File: src/rtl/chaz_bus_pkg.sv
// chaz_bus_pkg
//   Shared encodings for the chaz memory arbiter: read-response owner,
//   arbiter FSM states and the byte-to-word address slice.
package chaz_bus_pkg;

    typedef enum logic [1:0] {
        OWN_NONE = 2'd0,
        OWN_I    = 2'd1,
        OWN_D    = 2'd2,
        OWN_DBG  = 2'd3
    } owner_e;

    typedef enum logic [1:0] {
        ST_CPU   = 2'd0,
        ST_DBG   = 2'd1,
        ST_DRAIN = 2'd2
    } state_e;

    // RAM is word addressed; requesters use byte addresses.
    localparam int WORD_SHIFT = 2;

    function automatic int word_adr_w(input int addr_w);
        return addr_w - WORD_SHIFT;
    endfunction

endpackage

File: src/rtl/chaz_arb_rr2.sv
// chaz_arb_rr2
//   Two-way round-robin picker. On a tie the requester not granted last wins.
//   The pointer only moves when i_en is high and a grant was made.
// Ports:
//   clk, reset        clock, async active-high reset
//   i_req_a, i_req_b  requests (a = instruction fetch, b = data)
//   i_en              pick is actually used this cycle; allows pointer update
//   o_gnt_a, o_gnt_b  one-hot (or zero) pick, combinational
module chaz_arb_rr2 (
    input  logic clk,
    input  logic reset,
    input  logic i_req_a,
    input  logic i_req_b,
    input  logic i_en,
    output logic o_gnt_a,
    output logic o_gnt_b
);

    // 1 = b was granted last, so a wins the next tie (reset value).
    logic r_last_b;

    assign o_gnt_a = i_req_a & (~i_req_b | r_last_b);
    assign o_gnt_b = i_req_b & (~i_req_a | ~r_last_b);

    always_ff @(posedge clk or posedge reset) begin
        if (reset) begin
            r_last_b <= 1'b1;
        end else if (i_en && (o_gnt_a || o_gnt_b)) begin
            r_last_b <= o_gnt_b;
        end
    end

endmodule

File: src/rtl/chaz_mem_arbiter.sv
// chaz_mem_arbiter
//   Shares one synchronous RAM port between instruction fetch (i_*), data (d_*)
//   and the debug loader (dbg_*). Debug has absolute priority and a sticky
//   session; CPU traffic resumes DBG_HOLD+1 cycles after dbg_req falls.
//   Optional feature macro: CHAZ_ARB_DBG_EN (undefined = I/D round-robin only,
//   dbg_* ignored, dbg outputs tied to 0).
// Ports:
//   clk, reset                         clock, async active-high reset
//   i_req/i_adr -> i_gnt/i_rvalid/i_rdata               fetch (read only)
//   d_req/d_wren/d_adr/d_wdata -> d_gnt/d_rvalid/d_rdata data, wren==0 is read
//   dbg_req/dbg_wren/dbg_adr/dbg_do -> dbg_gnt/dbg_rvalid/dbg_di  debug loader
//   mem_en/mem_wren/mem_adr/mem_wdata, mem_rdata        RAM port (1-cycle read)
//
// state    | meaning
// ST_CPU   | I/D round-robin; dbg_req takes the port this cycle
// ST_DBG   | debug session, only dbg may be granted
// ST_DRAIN | hold-off after a session; dbg may re-enter, CPU blocked
module chaz_mem_arbiter
    import chaz_bus_pkg::*;
#(
    parameter int ADDR_W   = 32,
    parameter int DBG_HOLD = 4
) (
    input  logic                            clk,
    input  logic                            reset,
    input  logic                            i_req,
    input  logic [ADDR_W-1:0]               i_adr,
    output logic                            i_gnt,
    output logic                            i_rvalid,
    output logic [31:0]                     i_rdata,
    input  logic                            d_req,
    input  logic [3:0]                      d_wren,
    input  logic [ADDR_W-1:0]               d_adr,
    input  logic [31:0]                     d_wdata,
    output logic                            d_gnt,
    output logic                            d_rvalid,
    output logic [31:0]                     d_rdata,
    input  logic                            dbg_req,
    input  logic [3:0]                      dbg_wren,
    input  logic [ADDR_W-1:0]               dbg_adr,
    input  logic [31:0]                     dbg_do,
    output logic                            dbg_gnt,
    output logic                            dbg_rvalid,
    output logic [31:0]                     dbg_di,
    output logic                            mem_en,
    output logic [3:0]                      mem_wren,
    output logic [word_adr_w(ADDR_W)-1:0]   mem_adr,
    output logic [31:0]                     mem_wdata,
    input  logic [31:0]                     mem_rdata
);

    logic   w_cpu_ok;
    logic   w_dbg_gnt;
    logic   w_pick_i;
    logic   w_pick_d;
    owner_e w_rd_own;
    owner_e r_own;
    logic   w_unused_lsb;

    assign w_unused_lsb = ^{i_adr[1:0], d_adr[1:0], dbg_adr[1:0]};

    chaz_arb_rr2 u_rr2 (
        .clk     (clk),
        .reset   (reset),
        .i_req_a (i_req),
        .i_req_b (d_req),
        .i_en    (w_cpu_ok),
        .o_gnt_a (w_pick_i),
        .o_gnt_b (w_pick_d)
    );

`ifdef CHAZ_ARB_DBG_EN
    state_e     r_state;
    logic [3:0] r_cnt;

    // Debug is granted whenever it asks, in every state; the FSM only
    // decides when the CPU may use the port again.
    assign w_dbg_gnt = dbg_req & ~reset;
    assign w_cpu_ok  = (r_state == ST_CPU) & ~dbg_req;

    always_ff @(posedge clk or posedge reset) begin
        if (reset) begin
            r_state <= ST_CPU;
            r_cnt   <= 4'd0;
        end else begin
            case (r_state)
                ST_CPU: begin
                    if (dbg_req) r_state <= ST_DBG;
                end
                ST_DBG: begin
                    if (!dbg_req) begin
                        r_cnt   <= 4'(DBG_HOLD);
                        r_state <= ST_DRAIN;
                    end
                end
                ST_DRAIN: begin
                    if (dbg_req) begin
                        r_state <= ST_DBG;
                    end else begin
                        r_cnt <= r_cnt - 4'd1;
                        // <= also escapes a zero count rather than stalling
                        if (r_cnt <= 4'd1) r_state <= ST_CPU;
                    end
                end
                default: r_state <= ST_CPU;
            endcase
        end
    end

    assign dbg_gnt    = w_dbg_gnt;
    assign dbg_rvalid = (r_own == OWN_DBG);
    assign dbg_di     = mem_rdata;
`else
    logic w_unused_dbg;

    assign w_unused_dbg = ^{dbg_req, 4'(DBG_HOLD)};
    assign w_dbg_gnt    = 1'b0;
    assign w_cpu_ok     = 1'b1;
    assign dbg_gnt      = 1'b0;
    assign dbg_rvalid   = 1'b0;
    assign dbg_di       = 32'd0;
`endif

    assign i_gnt  = w_pick_i & w_cpu_ok & ~reset;
    assign d_gnt  = w_pick_d & w_cpu_ok & ~reset;
    assign mem_en = w_dbg_gnt | i_gnt | d_gnt;

    always_comb begin
        mem_adr   = '0;
        mem_wren  = 4'd0;
        mem_wdata = 32'd0;
        w_rd_own  = OWN_NONE;
        if (w_dbg_gnt) begin
            mem_adr   = dbg_adr[ADDR_W-1:WORD_SHIFT];
            mem_wren  = dbg_wren;
            mem_wdata = dbg_do;
            if (dbg_wren == 4'd0) w_rd_own = OWN_DBG;
        end else if (i_gnt) begin
            mem_adr  = i_adr[ADDR_W-1:WORD_SHIFT];
            w_rd_own = OWN_I;
        end else if (d_gnt) begin
            mem_adr   = d_adr[ADDR_W-1:WORD_SHIFT];
            mem_wren  = d_wren;
            mem_wdata = d_wdata;
            if (d_wren == 4'd0) w_rd_own = OWN_D;
        end
    end

    always_ff @(posedge clk or posedge reset) begin
        if (reset) r_own <= OWN_NONE;
        else       r_own <= w_rd_own;
    end

    assign i_rvalid = (r_own == OWN_I);
    assign d_rvalid = (r_own == OWN_D);
    assign i_rdata  = mem_rdata;
    assign d_rdata  = mem_rdata;

endmodule

File: config.mk
export PLATFORM = sky130hd
export DESIGN_NAME = chaz_mem_arbiter
export DESIGN_NICKNAME = d
export VERILOG_FILES = /design/src/rtl/chaz_bus_pkg.sv /design/src/rtl/chaz_arb_rr2.sv /design/src/rtl/chaz_mem_arbiter.sv
export SDC_FILE = /design/constraint.sdc
export NUM_CORES = 1
export LEC_CHECK = 0
export BUFFER_PORTS_ARGS = -buffer_cell sky130_fd_sc_hd__buf_4
export CORE_AREA = 2 2 144 146
export DETAILED_ROUTE_END_ITERATION = 7
export DIE_AREA = 0 0 146 148
export HOLD_SLACK_MARGIN = 0.08
export PLACE_DENSITY = 0.43
export SLEW_MARGIN = 20
export SYNTH_ARGS = -nofsm -noshare
export SYNTH_HDL_FRONTEND = slang
export SYNTH_HIERARCHICAL = 1
export SYNTH_SLANG_ARGS = --single-unit
File: constraint.sdc
create_clock -name clk -period 4.3 [get_ports clk]
set_input_delay 0.215 -clock clk [delete_from_list [all_inputs] [get_ports clk]]
set_output_delay 0.215 -clock clk [all_outputs]
set_load 0.05 [all_outputs]
==> impl_metrics.json, run 1 <==
{
  "regArea_um2": 76.3,
  "drive_above_1_share": 0.699,
  "die-height_um": 148,
  "drc_errors": 0,
  "setup_violations": 0,
  "final-hold-violation-count": 0,
  "slowest_delay_ns": 0.79,
  "placed_cell_area_um2": 2470,
  "synthXorXnorAreaFrac": 0,
  "rsz0062_at_grt": "no",
  "gp_congestion": 0.641,
  "cts_resized": 0,
  "io_pins": 374,
  "syn2layout_area_growth_pct": 66.3,
  "worst_setup_path_start_kind": "register",
  "finalCritPeriodShare": 0.592,
  "grt_pass1_wl_um": 7180,
  "vias": 1491,
  "ctsRootBufferMaster": "clkbuf_16",
  "critPathTopFamily": "simple AND/OR/NAND/NOR gates",
  "syn_area_um2": 1540,
  "ir_drop_mv": 0.161,
  "die_width_um": 146,
  "ys_seq_elements": 3,
  "overflow": 0,
  "cp_cell_sequence": "inv_1 -> a21boi_1 -> nor2b_4 -> a22o_2 -> buf_4",
  "wl_per_cell_um": 9.31,
  "outcome": "finished, final reports clean",
  "slew_headroom": 0.411,
  "worst-setup-path-type": "register to output port",
  "ant_nets": 0,
  "synth_compound_area_frac": 0.204,
  "gr-usage-all-layers": 0.0407,
  "power_per_cell_area_nw_per_um2": 220,
  "h-tree-depth": 1,
  "cts_hold_buf": 1,
  "synth_cell_types": 24,
  "slowest_stage": "nor2b_4",
  "drt_iter0_markers": 24,
  "grt_max_degree": 68,
  "hp-class": "primary input to register",
  "synth_mux_area_frac": 0,
  "final_area_um2": 2550,
  "slew_violations": 0,
  "grt_pass1_vias": 1347,
  "synth_edf_count": 0,
  "p_leak_nw": 1.34,
  "dieArea_um2": 21600,
  "viasPerCell": 2.63,
  "max_freq_mhz": 393,
  "clock_latency_ns": 0.22,
  "cts_setup_buffers": 0,
  "synth-seq-area-share": 0.0497,
  "io_buffers": 170,
  "worst_setup_path_end_kind": "output port",
  "worstPathMaxFanout": 33,
  "nNetsFinal": 502,
  "synthAdderAreaFrac": 0,
  "yosys_warnings": 6,
  "core_area_um2": 20000,
  "arrival_ns": 2.33,
  "avgSynthCellArea_um2": 7.88,
  "dpl.hpwl_um": 4270,
  "cp.required_ns": 4.09,
  "rows": 52,
  "finClkSkew_ns": 0.00279,
  "first_pass_iters": 4,
  "synth_top_family_by_area": "buffers and inverters",
  "cts.sinks": 3,
  "start_util": 0.0767,
  "numCtsBuffers": 3,
  "period_needed_ns": 2.54,
  "cts_tree": "done",
  "drt-total-wl_um": 5270,
  "worst_pin_slew_ns": 0.882,
  "antenna_found_initial": 0,
  "fillCellCount": 2353,
  "cts_max_path_buffers": 2,
  "cp_num_buf_inv": 2,
  "synthFlopType": "dfrtp_1",
  "postSynthCellCount": 195,
  "synth-async-reset-ratio": 1.00,
  "synth-simple-area-share": 0.191,
  "tns_ns": 0,
  "antennaDiodeCount": 0,
  "path_clk_slew_ns": 0.03,
  "max-cap-violations": 0,
  "multiInputGateArea_um2": 757
}
[synthesized netlist by cell type (2+ instances only)]
| cell type | number | share of area |
|---|---|---|
| nor2b_1 | 3 | 0.012 |
| buf_2 | 3 | 0.0098 |
| a22o_1 | 10 | 0.057 |
| conb_1 | 2 | 0.0049 |
| and2_2 | 8 | 0.039 |
| dfrtp_1 | 2 | 0.033 |
| clkbuf_1 | 3 | 0.0073 |
| a22o_2 | 20 | 0.13 |
| and2_1 | 29 | 0.12 |
| buf_4 | 98 | 0.48 |
| buf_12 | 2 | 0.026 |
| inv_1 | 3 | 0.0073 |
[final cells by class]
class,instances,area share
timing repair buffer,172,0.506
multi-input combinational,114,0.296
tap,270,0.132
clock buffer,4,0.0309
sequential,3,0.0299
inverter,3,0.00441
[cells in the final DEF (no fill, tap or decap), drive strengths merged, types with 2 or more instances in the layout]
master,n
a21boi,2
a22o,30
and2,37
buf,171
clkbuf,4
conb,36
dfrtp,2
inv,3
nor2b,3
[metrics by stage]
step                       util  hold slack (ns)  total power (W)  setup slack (ns)  cells
after CTS                 0.127            0.171         0.000568              1.70    566
final                     0.127            0.170         0.000562              1.76    566
after detailed placement  0.123            0.129         0.000418              1.94    561
after global routing      0.127            0.183         0.000586              1.57    566
after floorplan               -          -0.0438         0.000475              2.21    229
after global placement    0.123            0.127         0.000418              1.90    561
[worst reg2reg max path, delay by kind of cell (launching register included)]
kind,cells,cell delay (ns)
DFF,1,0.54
buffers and inverters,1,0.04
and+or+nand+nor,1,0.79
AOI/OAI and AO/OA,1,0.24
[state kept, by name, summed over array words and instances (netlist names)]
name / cells
r_own: 2
u_rr2/r_last_b: 1
[report_power, final]
| part | switching, W | leakage, nW | internal [W] |
|---|---|---|---|
| Clock | 0.0000237 | 0.0382 | 0.000122 |
| Combinational | 0.000249 | 1.26 | 0.000132 |
| Sequential | 0.00000212 | 0.0376 | 0.0000324 |
| Total | 0.000275 | 1.34 | 0.000287 |
[metal layers]
layer,vias up,GRT usage,share of wire
met2,126,0.0717,0.51
met4,0,0.0112,0.022
met1,639,0.0441,0.34
li1,705,-,-
met5,-,0,0
met3,21,0.0188,0.13
[cells by family (layout without fill, tap and decap cells)]
logic type	count (synthesis)	count (layout)
compound gates	34	34
simple gates	44	44
other cells	2	36
flops	3	3
buf+inv	112	179
[path summary, 6_finish.rpt]
kind	endpoint	from	slack [ns]	cells after the start
min in group asynchronous	r_own[1]	reset	0.46	3
worst max register to register	r_own[0]	u_rr2/r_last_b	2.49	3
worst min-delay path	u_rr2/r_last_b	i_req	0.17	2
max in group asynchronous	u_rr2/r_last_b	reset	3.67	3
worst min register to register	u_rr2/r_last_b	u_rr2/r_last_b	0.53	2
worst max-delay path	mem_adr[14]	u_rr2/r_last_b	1.76	5
No activity file was read; power rests on OpenSTA's default activity.
==> inputs of run 2 (changes only) <==
CORE_AREA = 2 2 147 149   (was 2 2 144 146)
DIE_AREA = 0 0 149 151   (was 0 0 146 148)
PLACE_DENSITY = 0.42   (was 0.43)
clock period = 2.4 ns   (was 4.3 ns; I/O delays follow)
==> run 2 against run 1 <==
Count of clock-buffer cells in the layout stayed put. Die area is 4.1% higher. Via count is 2.7% higher. Worst setup slack worse by 1.5 ns. Sequential share of layout area is 0.050 points lower. Non-clock buffer count is 3 higher. Sequential cell count stayed put. Critical path type is now primary input to output port.
==> impl_metrics.json, run 2 (synthesis results as in run 1) <==
{
  "die-height_um": 151,
  "drive_above_1_share": 0.699,
  "cts_resized": 0,
  "h-tree-depth": 1,
  "drt-total-wl_um": 5650,
  "syn2layout_area_growth_pct": 69.1,
  "reg_top3": "r_own (2), u_rr2/r_last_b (1)",
  "cts_max_path_buffers": 2,
  "gp_congestion": 0.639,
  "slew_violations": 0,
  "ir_drop_mv": 0.171,
  "clock_latency_ns": 0.23,
  "cts_tree": "done",
  "die_width_um": 149,
  "fillCellCount": 2451,
  "tns_ns": 0,
  "largest_register_ffs": 2,
  "grt_pass1_vias": 1368,
  "regMostFlops": "r_own",
  "max_freq_mhz": 457,
  "path_clk_slew_ns": 0.03,
  "grt_max_degree": 44,
  "ant_nets": 0,
  "dpl.hpwl_um": 4700,
  "drt_iter0_markers": 32,
  "overflow": 0,
  "period_needed_ns": 2.19,
  "multiInputGateArea_um2": 757,
  "worstPathMaxFanout": 43,
  "p_leak_nw": 1.36,
  "hp-class": "primary input to register",
  "final_area_um2": 2600,
  "drc_errors": 0,
  "cp.required_ns": 2.28,
  "rows": 53,
  "fin_hold_ws_ns": 0.180,
  "antennaDiodeCount": 0,
  "finClkSkew_ns": 0.000985,
  "gr-usage-all-layers": 0.0414,
  "final-hold-violation-count": 0,
  "worst_setup_path_end_kind": "output port",
  "worst-setup-path-type": "primary input to output port",
  "io_pins": 374,
  "power_per_cell_area_nw_per_um2": 394,
  "max-cap-violations": 0,
  "cts.sinks": 3,
  "numCtsBuffers": 3,
  "rsz0062_at_grt": "no",
  "regArea_um2": 76.3,
  "arrival_ns": 2.07,
  "core_area_um2": 20800,
  "start_util": 0.0738,
  "worst_setup_path_start_kind": "primary input",
  "dp_cells": 568,
  "outcome": "finished, final reports clean",
  "mostFrequentLayoutCell": "buf_4",
  "first_pass_iters": 4,
  "vias": 1531,
  "placed_cell_area_um2": 2500,
  "grt_pass1_wl_um": 7390,
  "io_buffers": 170,
  "finalCritPeriodShare": 0.911,
  "setup_violations": 0,
  "finish.cell_count_without_fillers": 574,
  "nNetsFinal": 505,
  "viasPerCell": 2.67,
  "antenna_found_initial": 0,
  "wl_per_cell_um": 9.85,
  "dieArea_um2": 22500,
  "cts_setup_buffers": 0,
  "layout_common_cells": "buf_4 (172), conb_1 (36), and2_1 (29)",
  "ctsRootBufferMaster": "clkbuf_16"
}
[run 2: cell count changes in the layout (fill, tap and decap cells not counted), sizes merged]
| cell | change |
|---|---|
| dlygate4sd3 | +1 |
| buf | +2 |
[run 2: where the power goes]
| part | internal, W | total, W | switching [W] |
|---|---|---|---|
| logic | 0.000243 | 0.000693 | 0.000450 |
| registers | 0.0000581 | 0.0000622 | 0.00000409 |
| clock network | 0.000219 | 0.000268 | 0.0000488 |
| total | 0.000521 | 0.00102 | 0.000503 |
[run 2: per-stage QoR]
stage / util / total power [W] / worst slack [ns]
floorplan: - / 0.000850 / 0.408
global placement: 0.120 / 0.000757 / 0.465
detailed placement: 0.120 / 0.000757 / 0.468
CTS: 0.125 / 0.00103 / 0.176
global route: 0.125 / 0.00107 / 0.0148
finish: 0.125 / 0.00102 / 0.213
[run 2: path summary, 6_finish.rpt]
path / startpoint / end / slack [ns] / cells past startpoint
min in group asynchronous: reset / r_own[0] / 0.37 / 3
min reg2reg: u_rr2/r_last_b / u_rr2/r_last_b / 0.54 / 2
max: i_req / mem_adr[1] / 0.21 / 7
max in group asynchronous: reset / u_rr2/r_last_b / 1.87 / 3
min: d_req / u_rr2/r_last_b / 0.18 / 3
max reg2reg: u_rr2/r_last_b / r_own[1] / 0.90 / 5
[run 2: critical path, stage by stage]
cell           delay [ns]
dlygate4sd3_1        0.54
buf_4                0.14
a21boi_0             0.24
nor3b_4              0.24
buf_4                0.35
a22o_1               0.20
buf_4                0.20
[run 2: area by class of cell]
cell class,instances,share of cell area
clock buffers,4,0.0303
inverters,3,0.00433
multi-input cells,114,0.291
flip-flops and latches,3,0.0294
well taps,275,0.132
repair buffers,175,0.512
[run 2: routing by layer]
layer,GRT usage,share of wire
met3,0.0136,0.11
met1,0.0444,0.33
met5,0,0
met4,0.0219,0.040
met2,0.0726,0.51
[run 2: what timing repair did]
action                                 4_1_cts  5_1_grt
hold buffers                                 2        0
endpoints found under the hold margin        4        0
setup endpoints to repair                    0        0
==> inputs of run 3 (changes only) <==
ABC_AREA = 1   (was unset)
CORE_AREA = 2 2 146 148   (was 2 2 147 149)
DIE_AREA = 0 0 148 150   (was 0 0 149 151)
PLACE_DENSITY = 0.34   (was 0.42)
==> run 3 against run 2 <==
Sequential cell count stayed put. Count of clock-buffer cells in the layout unchanged. Non-clock buffer count up 3. Critical path type is now register to output port.
==> impl_metrics.json, run 3 <==
{
  "outcome": "finished, final reports clean",
  "hp-start": "d_req",
  "drt-total-wl_um": 7230,
  "arrival_ns": 2.06,
  "cp_num_buf_inv": 4,
  "grt_pass1_vias": 1963,
  "syn_area_um2": 1670,
  "h-tree-depth": 1,
  "start_util": 0.0809,
  "grtUsageMet2": 0.116,
  "tns_ns": 0,
  "antennaDiodeCount": 0,
  "worst-setup-path-type": "register to output port",
  "synth-seq-area-share": 0.0456,
  "drc_errors": 0,
  "synth_edf_count": 0,
  "drt_iter0_markers": 35,
  "whs_path_depth": 3,
  "grt_max_degree": 38,
  "worst_setup_path_start_kind": "register",
  "mostFrequentLayoutCell": "buf_4",
  "ir_drop_mv": 0.210,
  "io_buffers": 170,
  "antenna_found_initial": 0,
  "die-height_um": 150,
  "numCtsBuffers": 3,
  "synth_area_leaders": "buf_4 (44%), nand2_1 (14%), nand4_1 (11%), nor2_1 (9.2%), inv_1 (9.0%)",
  "final-hold-violation-count": 0,
  "fin_total_pwr_w": 0.00109,
  "syn2layout_area_growth_pct": 66.1,
  "crit_path_start": "u_rr2/r_last_b",
  "grt_pass1_wl_um": 10500,
  "layout_common_cells": "buf_4 (177), nand2_1 (63), inv_1 (40), nor2_1 (40), conb_1 (36)",
  "finalCritPeriodShare": 0.910,
  "die_width_um": 148,
  "hp-class": "primary input to register",
  "ys_seq_elements": 3,
  "worst_setup_path_end_kind": "output port",
  "ctsRootBufferMaster": "clkbuf_16",
  "avgSynthCellArea_um2": 5.54,
  "regMostFlops": "r_own",
  "viasPerCell": 2.92,
  "largest_register_ffs": 2,
  "critPathTopFamily": "buffers and inverters",
  "postSynthCellCount": 302,
  "cts_tree": "done",
  "timing.rr.start": "u_rr2/r_last_b",
  "slowest_stage": "dfstp_2",
  "worstPathMaxFanout": 20,
  "placed_cell_area_um2": 2690,
  "cts.sinks": 3,
  "synth.top_cells.by_count": "buf_4 (98), nand2_1 (63), nor2_1 (41), inv_1 (40), nand4_1 (30)",
  "reg2reg_slack_ns": 0.62,
  "core_area_um2": 20700,
  "max_freq_mhz": 458,
  "synth.most_common_cell": "buf_4",
  "gr-max-usage-layer": "met2",
  "dieArea_um2": 22200,
  "grt_use_met1": 0.0584,
  "cts_max_path_buffers": 2,
  "reg2regPathDepth": 6,
  "vias": 1987,
  "power_per_cell_area_nw_per_um2": 391,
  "use_met3": 0.0247,
  "nNetsFinal": 611,
  "rsz0062_at_grt": "no",
  "wl_per_cell_um": 10.6,
  "synthFlopType": "dfrtp_1",
  "cp.required_ns": 2.28,
  "finish.utilization": 0.134,
  "synth_cell_types": 17,
  "finClkSkew_ns": 0.00353,
  "synth_area_leader_cell": "buf_4",
  "path_clk_slew_ns": 0.03,
  "clock_latency_ns": 0.22,
  "overflow": 0,
  "slew_violations": 0,
  "r2r_end": "r_own[1]",
  "reg_top3": "r_own (2), u_rr2/r_last_b (1)",
  "period_needed_ns": 2.18,
  "yosys_warnings": 6,
  "slowest_delay_ns": 0.56,
  "setup_violations": 0,
  "cp_cell_sequence": "inv_1 -> a21boi_1 -> inv_2 -> nor2_4 -> buf_4 -> nand2_1 -> nand2_1 -> buf_4",
  "rows": 53,
  "final_area_um2": 2780,
  "ant_nets": 0,
  "max-cap-violations": 0,
  "gp_congestion": 0.637,
  "dpl.hpwl_um": 6000,
  "worstHoldEndpoint": "u_rr2/r_last_b",
  "io_pins": 374,
  "synth-async-reset-ratio": 1.00,
  "cts_setup_buffers": 0,
  "synth.top_cell.area_share": 0.440,
  "first_pass_iters": 4,
  "drive_above_1_share": 0.464,
  "p_leak_nw": 1.67,
  "gr-usage-all-layers": 0.0620
}
==> run 3: power breakdown <==
part           leakage (nW)  total [W]  switching, W  internal (W)
Sequential           0.0377  0.0000634    0.00000534     0.0000581
Combinational          1.59   0.000759      0.000527      0.000232
Clock                0.0382   0.000263     0.0000437      0.000219
Total                  1.67    0.00109      0.000576      0.000509
==> run 3: timing repair <==
action	4_1_cts	5_1_grt
hold endpoints to repair	1	0
hold buffers	1	0
gates resized for setup	0	0
==> run 3: cell families after synthesis <==
family          after synthesis  share of synthesized area
buf+inv                     156                      0.576
flops                         3                     0.0456
other cells                   2                    0.00449
simple gates                138                      0.362
compound gates                3                     0.0120
==> run 3: layout make-up <==
class	count	area (µm²)
fillers	2453	17900
repair buffers	178	1340
multi-input cells	177	779
well taps	275	344
inverters	43	161
clock buffers	4	78.8
flip-flops and latches	3	76.3
==> run 3: how the worst max path moves through the flow <==
| stage | cells past startpoint | slack [ns] | endpoint |
|---|---|---|---|
| 3_5_place_dp | 8 | 0.36 | mem_adr[15] |
| 5_1_grt | 8 | 0.02 | mem_adr[15] |
| 4_1_cts | 8 | 0.11 | mem_adr[15] |
| 3_3_place_gp | 8 | 0.37 | mem_adr[15] |
| 2_1_floorplan | 6 | 0.21 | mem_wdata[10] |
| 6_report | 8 | 0.22 | mem_adr[15] |
==> run 3: per-stage QoR <==
step                instances  setup WS, ns  hold slack [ns]
floorplan                 336         0.208          0.00451
global placement          675         0.365            0.196
detailed placement        675         0.360            0.206
CTS                       680         0.112            0.146
global route              680        0.0193            0.171
finish                    680         0.215            0.143
==> run 3: layer usage <==
| metal | up-vias | part of all wire | routed length [µm] |
|---|---|---|---|
| li1 | 987 | - | - |
| met1 | 809 | 0.33 | 2370 |
| met2 | 159 | 0.49 | 3550 |
| met3 | 32 | 0.14 | 982 |
| met4 | 0 | 0.046 | 330 |
| met5 | - | 0 | 0 |
==> run 3: worst register-to-register path: cells and delay by family, from the launching register on <==
| kind | cells | cell delay, ns |
|---|---|---|
| compound gates | 1 | 0.14 |
| buf+inv | 3 | 0.62 |
| simple gates | 2 | 0.31 |
| flops | 1 | 0.56 |
